## config.mk

```make
export PLATFORM = sky130hd
export DESIGN_NAME = pkt_rd_ctrl
export DESIGN_NICKNAME = d
export VERILOG_FILES = /design/src/rtl/pkt_rd_ctrl.sv
export SDC_FILE = /design/constraint.sdc
export NUM_CORES = 2
export LEC_CHECK = 0
export BUFFER_PORTS_ARGS = -buffer_cell sky130_fd_sc_hd__buf_2
export CORE_UTILIZATION = 40
export DETAILED_ROUTE_END_ITERATION = 7
export GPL_TIMING_DRIVEN = 0
export PLACE_DENSITY = 0.59
export SLEW_MARGIN = 15
export SYNTH_ARGS = -nofsm -noshare
export SYNTH_HDL_FRONTEND = slang
export SYNTH_SLANG_ARGS = --single-unit
```

## constraint.sdc

```tcl
create_clock -name i_clk -period 39.7 [get_ports i_clk]
set_input_delay 3.97 -clock i_clk [delete_from_list [all_inputs] [get_ports i_clk]]
set_output_delay 3.97 -clock i_clk [all_outputs]
set_load 0.01 [all_outputs]
```

## src/rtl/pkt_rd_ctrl.sv

```systemverilog
// Packet read engine: fetches one buffered packet over an Avalon-MM burst master
// and streams it out on a valid/ready interface, ending with a one-cycle rdy pulse.
module pkt_rd_ctrl #(
  parameter int ADDR_W     = 32,
  parameter int LEN_W      = 16,
  parameter int BURST_MAX  = 8,
  parameter int FIFO_DEPTH = 32
) (
  input  logic                       i_clk,
  input  logic                       i_reset,
  input  logic                       i_start,
  input  logic [ADDR_W-1:0]          i_base_addr,
  input  logic [LEN_W-1:0]           i_length_bytes,
  output logic                       o_busy,
  output logic                       o_rdy,
  output logic [ADDR_W-1:0]          o_avm_address,
  output logic                       o_avm_read,
  output logic [$clog2(BURST_MAX):0] o_avm_burstcount,
  input  logic                       i_avm_waitrequest,
  input  logic [31:0]                i_avm_readdata,
  input  logic                       i_avm_readdatavalid,
  output logic [31:0]                o_out_data,
  output logic                       o_out_valid,
  output logic                       o_out_last,
  input  logic                       i_out_ready
);

  localparam int WORDS_W = LEN_W - 1;
  localparam int BC_W    = $clog2(BURST_MAX) + 1;
  localparam int PTR_W   = $clog2(FIFO_DEPTH);
  localparam int CNT_W   = PTR_W + 1;
  localparam int SUM_W   = CNT_W + 2;

  typedef enum logic [1:0] {S_IDLE, S_ISSUE, S_DRAIN, S_DONE} state_t;

  state_t             r_state;
  logic               r_busy;
  logic               r_rdy;
  logic               r_avm_read;
  logic [ADDR_W-1:0]  r_avm_address;
  logic [BC_W-1:0]    r_burstcount;
  logic [WORDS_W-1:0] r_req_rem;
  logic [WORDS_W-1:0] r_emit_rem;
  logic [CNT_W-1:0]   r_outstanding;
  logic [CNT_W-1:0]   r_fifo_count;
  logic [PTR_W-1:0]   r_wr_ptr;
  logic [PTR_W-1:0]   r_rd_ptr;
  logic [31:0]        r_mem [FIFO_DEPTH];

  logic [WORDS_W-1:0] w_words;
  logic [WORDS_W-1:0] w_req_nxt;
  logic [BC_W-1:0]    w_first_b;
  logic [BC_W-1:0]    w_next_b;
  logic               w_push;
  logic               w_pop;
  logic               w_accept;
  logic               w_room;
  logic [CNT_W-1:0]   w_fifo_count_nxt;
  logic [CNT_W-1:0]   w_outstanding_nxt;
  logic [SUM_W-1:0]   w_need;

  // Word count is ceil(bytes/4); the extra bit absorbs the round-up carry.
  assign w_words  = WORDS_W'(i_length_bytes[LEN_W-1:2]) + WORDS_W'(|i_length_bytes[1:0]);
  assign w_push   = i_avm_readdatavalid && (r_state != S_IDLE);
  assign w_pop    = o_out_valid && i_out_ready;
  assign w_accept = r_avm_read && !i_avm_waitrequest;

  assign w_req_nxt = r_req_rem - (w_accept ? WORDS_W'(r_burstcount) : '0);
  assign w_first_b = (w_words >= WORDS_W'(BURST_MAX)) ? BC_W'(BURST_MAX) : BC_W'(w_words);
  assign w_next_b  = (w_req_nxt >= WORDS_W'(BURST_MAX)) ? BC_W'(BURST_MAX) : BC_W'(w_req_nxt);

  assign w_fifo_count_nxt  = r_fifo_count + CNT_W'(w_push) - CNT_W'(w_pop);
  assign w_outstanding_nxt = r_outstanding + (w_accept ? CNT_W'(r_burstcount) : '0) - CNT_W'(w_push);

  // Next burst only if every word already in flight plus this burst still fits.
  assign w_need = SUM_W'(w_fifo_count_nxt) + SUM_W'(w_outstanding_nxt) + SUM_W'(w_next_b);
  assign w_room = (w_need <= SUM_W'(FIFO_DEPTH));

  assign o_busy           = r_busy;
  assign o_rdy            = r_rdy;
  assign o_avm_read       = r_avm_read;
  assign o_avm_address    = r_avm_address;
  assign o_avm_burstcount = r_burstcount;
  assign o_out_valid      = (r_fifo_count != '0);
  assign o_out_last       = o_out_valid && (r_emit_rem == WORDS_W'(1));
  assign o_out_data       = r_mem[r_rd_ptr];

  always_ff @(posedge i_clk or posedge i_reset) begin
    if (i_reset) begin
      r_state       <= S_IDLE;
      r_busy        <= 1'b0;
      r_rdy         <= 1'b0;
      r_avm_read    <= 1'b0;
      r_avm_address <= '0;
      r_burstcount  <= '0;
      r_req_rem     <= '0;
      r_emit_rem    <= '0;
      r_outstanding <= '0;
    end else begin
      r_outstanding <= w_outstanding_nxt;
      if (w_pop) r_emit_rem <= r_emit_rem - WORDS_W'(1);
      case (r_state)
        S_IDLE: begin
          r_rdy <= 1'b0;
          if (i_start) begin
            r_busy     <= 1'b1;
            r_req_rem  <= w_words;
            r_emit_rem <= w_words;
            if (w_words == '0) begin
              r_state <= S_DONE;
              r_rdy   <= 1'b1;
            end else begin
              r_state       <= S_ISSUE;
              r_avm_read    <= 1'b1;
              r_avm_address <= {i_base_addr[ADDR_W-1:2], 2'b00};
              r_burstcount  <= w_first_b;
            end
          end
        end
        S_ISSUE: begin
          r_req_rem <= w_req_nxt;
          if (w_accept) r_avm_address <= r_avm_address + ADDR_W'({r_burstcount, 2'b00});
          if (r_avm_read && i_avm_waitrequest) begin
            r_avm_read <= 1'b1;
          end else if (w_req_nxt == '0) begin
            r_avm_read <= 1'b0;
            r_state    <= S_DRAIN;
          end else if (w_room) begin
            r_avm_read   <= 1'b1;
            r_burstcount <= w_next_b;
          end else begin
            r_avm_read <= 1'b0;
          end
        end
        S_DRAIN: begin
          if (w_pop && o_out_last) begin
            r_state <= S_DONE;
            r_rdy   <= 1'b1;
          end
        end
        S_DONE: begin
          r_rdy   <= 1'b0;
          r_busy  <= 1'b0;
          r_state <= S_IDLE;
        end
        default: r_state <= S_IDLE;
      endcase
    end
  end

  // Word FIFO; data arriving while idle is a protocol error and is dropped.
  always_ff @(posedge i_clk or posedge i_reset) begin
    if (i_reset) begin
      r_wr_ptr     <= '0;
      r_rd_ptr     <= '0;
      r_fifo_count <= '0;
      for (int i = 0; i < FIFO_DEPTH; i++) r_mem[i] <= '0;
    end else begin
      if (w_push) begin
        r_mem[r_wr_ptr] <= i_avm_readdata;
        r_wr_ptr        <= r_wr_ptr + 1'b1;
      end
      if (w_pop) r_rd_ptr <= r_rd_ptr + 1'b1;
      r_fifo_count <= w_fifo_count_nxt;
    end
  end

endmodule

```

Yosys cells after proc, flatten, opt, wreduce, memory -nomap -nowiden
Index checks and enable logic that the tools add are counted.
Widths: inputs -> output; s select.
{"block": "word_totals", "reg_bits": 1117, "inputBits": 86, "out_inout_bits": 73, "word_cells": 143}
{"block": "op_classes", "add_sub_neg": 12, "order_cmp": 6, "n_eq_ne": 12, "mux": 43, "bitwise_logic": 2, "n_reduce_logical": 24}
{"op": "$bwmux 1024", "n": 1}
{"op": "$mux 32", "n": 6}
{"op": "$bmux 32 s5", "n": 1}
{"op": "$demux 32 s5", "n": 1}
{"op": "$pmux 32 s2", "n": 1}
{"op": "$mux 15", "n": 4}
{"op": "$mux 4", "n": 9}
{"op": "$add 32x6->32", "n": 1}
{"op": "$ge 15x4->1 const B", "n": 2}
{"op": "$logic_not 15->1", "n": 2}
{"op": "$pmux 15 s2", "n": 1}
{"op": "$ne 2x2->1 const B", "n": 8}
{"op": "$add 14x1->15", "n": 1}
{"op": "$eq 15x1->1 const B", "n": 1}
{"op": "$sub 15x1->15 const B", "n": 1}
{"op": "$sub 15x4->15", "n": 1}
{"op": "$ge 6x6->1 const B", "n": 2}
{"op": "$not 5->6", "n": 2}
{"op": "$sub 6x1->6", "n": 2}
{"op": "$add 5x1->5 const B", "n": 2}
{"op": "$mux 2", "n": 5}
{"op": "$mux 1", "n": 9}
{"op": "$add 7x4->8", "n": 1}
{"op": "$le 8x6->1 const B", "n": 1}
{"op": "21 further kinds", "n": 34}

Longest topological paths before layout
{"block": "logic_depth", "word_depth": 12, "depth_mapped": 23, "depth_no_buf": 22}

Least setup slack after synthesis
OpenSTA, ideal clock, no wires.
{"block": "synth_timing", "path_type": "input-to-reg", "from": "input i_avm_waitrequest", "to": "register r_burstcount[0] (netlist: o_avm_burstcount[0])", "setup_ns": 0.125, "t_arrival_ns": 8.543, "required_time_ns": 39.575, "path_slack_ns": 31.032, "stages": 20, "n_path_buf": 0, "cell_sequence": "nor2b_1 > and2_1 > ha_1 > fa_1 > nand2b_1 > a21oi_2 > xor2_1 > nand2_1 > nor3_1 > nand2_1 > fa_1 > inv_1 > ha_1 > a211oi_1 > nor3b_1 > o21a_1 > o221ai_1 > o21ai_0 > nor4_4 > mux2_2"}
{"block": "synth_via", "elab_chain_len": 10, "elab_cells_between_ends": 22, "cone_classes": "add/sub: 5; order compare: 2; eq/ne: 3; mux: 7; reduce/logical: 5"}
{"item": "start, declared", "line_no": "19", "rtl": "input logic i_avm_waitrequest,"}
{"item": "$logic_not 1->1", "line_no": "66", "rtl": "assign w_accept = r_avm_read && !i_avm_waitrequest;"}
{"item": "$logic_and 1x1->1", "line_no": "66"}
{"item": "$mux 4", "line_no": "68, 73"}
{"item": "$add 6x4->6 / $sub 15x4->15 (equally long branches)", "line_no": "73, 68"}
{"item": "$sub 6x1->6 / $ge 15x4->1 (equally long branches)", "line_no": "73, 70"}
{"item": "$add 6x6->7 / $mux 4 (equally long branches)", "line_no": "76, 70"}
{"item": "$add 7x4->8 / $mux 4 (equally long branches)", "line_no": "76, 128"}
{"item": "$le 8x6->1 / $mux 4 (equally long branches)", "line_no": "77, 125"}
{"item": "$ne 2x2->1 (no source line) / $mux 4 (equally long branches)"}
{"item": "$reduce_and 6->1 (no source line) / $pmux 4 s2 (equally long branches)"}
{"item": "end signal, assigned", "line_no": "116", "rtl": "r_burstcount <= w_first_b;"}
{"item": "end signal, assigned", "line_no": "130", "rtl": "r_burstcount <= w_next_b;"}
{"item": "end, declared", "line_no": "41", "rtl": "logic [BC_W-1:0] r_burstcount;"}
Several ways; a longest one is shown, not always the timed one. The select of a mux whose other input is x is not followed.
A chain may end at the register's enable or synchronous reset.

Final worst setup path
{"block": "layout_timing", "from": "input i_avm_waitrequest", "to": "register r_burstcount[2] (netlist: o_avm_burstcount[2])"}
Same word-level chain as after synthesis.

==> impl_results.md <==
* Worst skew pair latency at 0.72 ns
* Nets at 3923
* CTS HTree Levels at 3
* Crit-path max FO at 7
* Clk sink count at 1115
* TritonCTS clock tree: done
* CTS root buffer: clkbuf_16
* WHS Path Cells at 2
* Reg-to-reg slack, setup at 33.61 ns
* Reg2Reg Capture Point: o_avm_burstcount[2]$_DFFE_PP0P_
* Clock Power Share at 0.233
* CTS Buffer Depth at 3
* Min cycle time layout at 8.97 ns
* CP Data Required Time at 40.29 ns
* Initial Util at 0.405
* Netlist cell types at 76
* R2R depth at 22
* CTS Hold Bufs at 0
* Vias in the first global route at 32800
* Maximum clock rate at 0.111 GHz
* Post_cts resized at 0
* Worst setup EP type: register
* Initial antenna violation count at 7
* Synthesized area at 52700 um^2
* Hold Vio Cnt, Final at 0
* GRT Residual Overflow at 0
* Clock skew at 0.0275 ns
* # setup viols final at 0
* Total GRT Usage at 0.225
* Startpoint Class: primary input
* RSZ-0062 raised after global routing: false
* DRC violations left at 0
* DRT Pass-1 Iters at 5
* Hold Crit Class: register to register
* # port buffers at 153
* Hold Path End: r_req_rem[0]$_DFFE_PP0P_
* Final Cycle Share at 0.226
* Largest net degree at the start of global routing at 113
* Vias/cell at 5.61
* Status: finished, final reports clean
* Gp weighted congestion at 0.836
* Maximum VDD drop at 0.0793 mV
* Actual slew at the worst max-slew pin at 1.26 ns
* Ys Warns at 0
* Int Pwr at 0.00327 W
* WL per Instance at 26.0 um
* Layout cells sized above 1 at 0.479
* Async set-or-reset flop fraction in the synthesized netlist at 1.00
* First-pass GRT wire length at 221000 um
* P_leak at 27.5 nW
* Switching power share of the total at 0.337
* Pwr dens at 82.1 nW/um^2
* Hold Startpoint: r_req_rem[0]$_DFFE_PP0P_
* DP HPWL at 100000 um
* Worst-path clk slew at 0.06 ns
* P&R area growth vs syn at 13.9%
* Die W at 365 um
* DP Worst Slack at 29.92 ns
* I/O pin cnt at 159
* Fin Setup TNS at 0 ns
* Flop pwr share at 0.366
* Die Footprint at 133000 um^2
* Site Rows at 132
* Max-slew violation count at 0
* Reg-to-reg startpoint: o_avm_read$_DFFE_PP0P_
* Number of synthesized flops with an enable pin at 0
* Gate Count Post-Synth at 3494
* Die H at 365 um
* Sw power at 0.00166 W
* Crit path kind: primary input to register
* Core Region at 130000 um^2
* Final WS setup at 30.73 ns
* Postcts setup bufs at 0
* Seq/Total Area, Yosys at 0.529
* Total number of vias at 31500
* Power Total at 0.00493 W
* DRT antenna net count at 0
* Syn Area/Cell at 15.1 um^2
* TritonCTS Buffers at 120
* WL final at 146000 um
* DRT iter0 DRCs at 2442
* Most used DFF post-synth: dfrtp_1
* Max-slew headroom at 0.162
* Crit path DAT at 9.56 ns
* Gate power share at 0.401
* Max-Cap Viols at 0
* FF+latch count, synth at 1115
-- logic make-up (layout without fill, tap and decap cells) --
group / count (synthesis) / count (layout) / share of synthesized area
xor gates and xnor gates: 47 / 47 / 0.00795
muxes: 1396 / 1396 / 0.366
AOI/OAI and AO/OA: 202 / 202 / 0.0235
DFF: 1115 / 1115 / 0.529
other: 1 / 7 / 0.0000711
and+or+nand+nor: 313 / 313 / 0.0294
buffers and inverters: 366 / 748 / 0.0294
adders and majority gates: 54 / 54 / 0.0141
-- worst max-delay path: stages --
cell     delay, ns
buf_2         0.12
nor2b_1       0.27
nand2_1       0.20
ha_1          0.40
o21ai_0       0.10
a21oi_1       0.33
or3_1         0.27
nand2_1       0.13
nor3_1        0.75
nand2_1       0.22
fa_1          0.50
inv_1         0.08
ha_1          0.17
inv_1         0.06
fa_1          0.41
nor2b_1       0.18
o22ai_1       0.10
xnor2_1       0.13
a21oi_1       0.13
o21ai_0       0.19
nor4_4        0.46
mux2_2        0.38
-- cell type report --
type	instances	area (um^2)
diodes	5	12.5
plain buffers	308	1340
clock buffers	175	3540
clock inverters	41	469
fillers	11700	70100
inverters	58	225
multi-input cells	2014	23300
flip-flops and latches	1115	27900
well taps	1742	2180
repair buffers	166	1090
-- cell usage in the layout (no fill, tap or decap), types with 15 or more instances in the layout --
cell type	instances
nand2_1	114
dfrtp_1	1115
inv_1	56
mux2_2	1062
o22ai_1	20
a21oi_1	70
o21ai_0	54
clkbuf_1	184
xnor2_1	31
clkbuf_8	27
mux4_2	320
xor2_1	15
buf_2	228
buf_1	54
clkbuf_16	123
ha_1	45
nand3_1	33
nor3_1	17
nor2_1	64
clkinv_2	23
-- metal layers --
| metal | up-vias | wire (um) | track usage |
|---|---|---|---|
| met3 | 203 | 6870 | 0.0289 |
| met2 | 745 | 68800 | 0.355 |
| met5 | - | 0 | 0 |
| met4 | 0 | 3680 | 0.0623 |
| met1 | 17100 | 67000 | 0.327 |
| li1 | 13500 | - | - |
-- how the worst max path moves through the flow --
stage / slack (ns) / end / cells past startpoint / from
after floorplan: 4.33 / o_avm_address[10]$_DFFE_PP0P_ / 1 / i_reset
after global placement: -9.27 / r_mem[240]$_DFFE_PP0P_ / 2 / i_reset
after detailed placement: 29.92 / o_avm_burstcount[2]$_DFFE_PP0P_ / 22 / i_avm_waitrequest
after CTS: 30.68 / o_avm_burstcount[0]$_DFFE_PP0P_ / 22 / i_avm_waitrequest
after global routing: 30.17 / o_avm_burstcount[0]$_DFFE_PP0P_ / 22 / i_avm_waitrequest
final: 30.73 / o_avm_burstcount[2]$_DFFE_PP0P_ / 22 / i_avm_waitrequest
-- per-stage QoR --
stage,hold WS (ns),util,instances,cell area [um^2]
after global routing,0.504,0.461,5622,60000
after CTS,0.485,0.461,5617,60000
after floorplan,0.450,-,3495,52700
after global placement,0.475,0.428,5390,55700
final,0.481,0.461,5624,60000
after detailed placement,0.472,0.430,5401,56000
-- power by group through the flow --
stage / clock network, W / logic (W) / registers (W)
after CTS: 0.00117 / 0.00200 / 0.00180
final: 0.00115 / 0.00198 / 0.00180
after floorplan: 0 / 0.00145 / 0.00177
after global placement: 0 / 0.00196 / 0.00182
after detailed placement: 0 / 0.00199 / 0.00181
after global routing: 0.00122 / 0.00214 / 0.00186
-- registers in the layout, indices dropped and copies added, names as in the netlist, 4 cells and up --
register          flops
o_avm_address        30
r_mem              1024
r_fifo_count          6
r_req_rem            15
r_rd_ptr              5
r_wr_ptr              5
r_emit_rem           15
o_avm_burstcount      4
r_outstanding         6
-- cell usage after synthesis (all sizes together), types with 3 or more instances --
| master | number | area, um^2 |
|---|---|---|
| dfrtp | 1115 | 27900 |
| mux2 | 1062 | 12000 |
| mux4 | 320 | 7210 |
| clkbuf | 165 | 619 |
| buf | 143 | 712 |
| nand2 | 114 | 428 |
| a21oi | 71 | 359 |
| nor2 | 64 | 240 |
| inv | 57 | 214 |
| o21ai | 55 | 275 |
| ha | 45 | 563 |
| nand3 | 33 | 165 |
| xnor2 | 32 | 288 |
| nor3 | 21 | 131 |
| o22ai | 20 | 125 |
| xor2 | 15 | 131 |
| mux2i | 14 | 140 |
| nand4 | 14 | 87.6 |
| and3 | 11 | 73.8 |
| fa | 9 | 180 |
| and2 | 8 | 50.1 |
| nand2b | 8 | 50.1 |
| nor4 | 8 | 65.1 |
| a31oi | 7 | 43.8 |
| nor2b | 7 | 43.8 |
| nor3b | 6 | 45.0 |
| a211oi | 4 | 30.0 |
| a32o | 4 | 40.0 |
| and4 | 4 | 42.5 |
| o21a | 4 | 30.0 |
| o221ai | 4 | 35.0 |
| or2 | 4 | 25.0 |
| a21o | 3 | 22.5 |
| a32oi | 3 | 26.3 |
| o211ai | 3 | 27.5 |
| o21bai | 3 | 22.5 |
| o32ai | 3 | 33.8 |
Power figures use the tool's default switching activity.
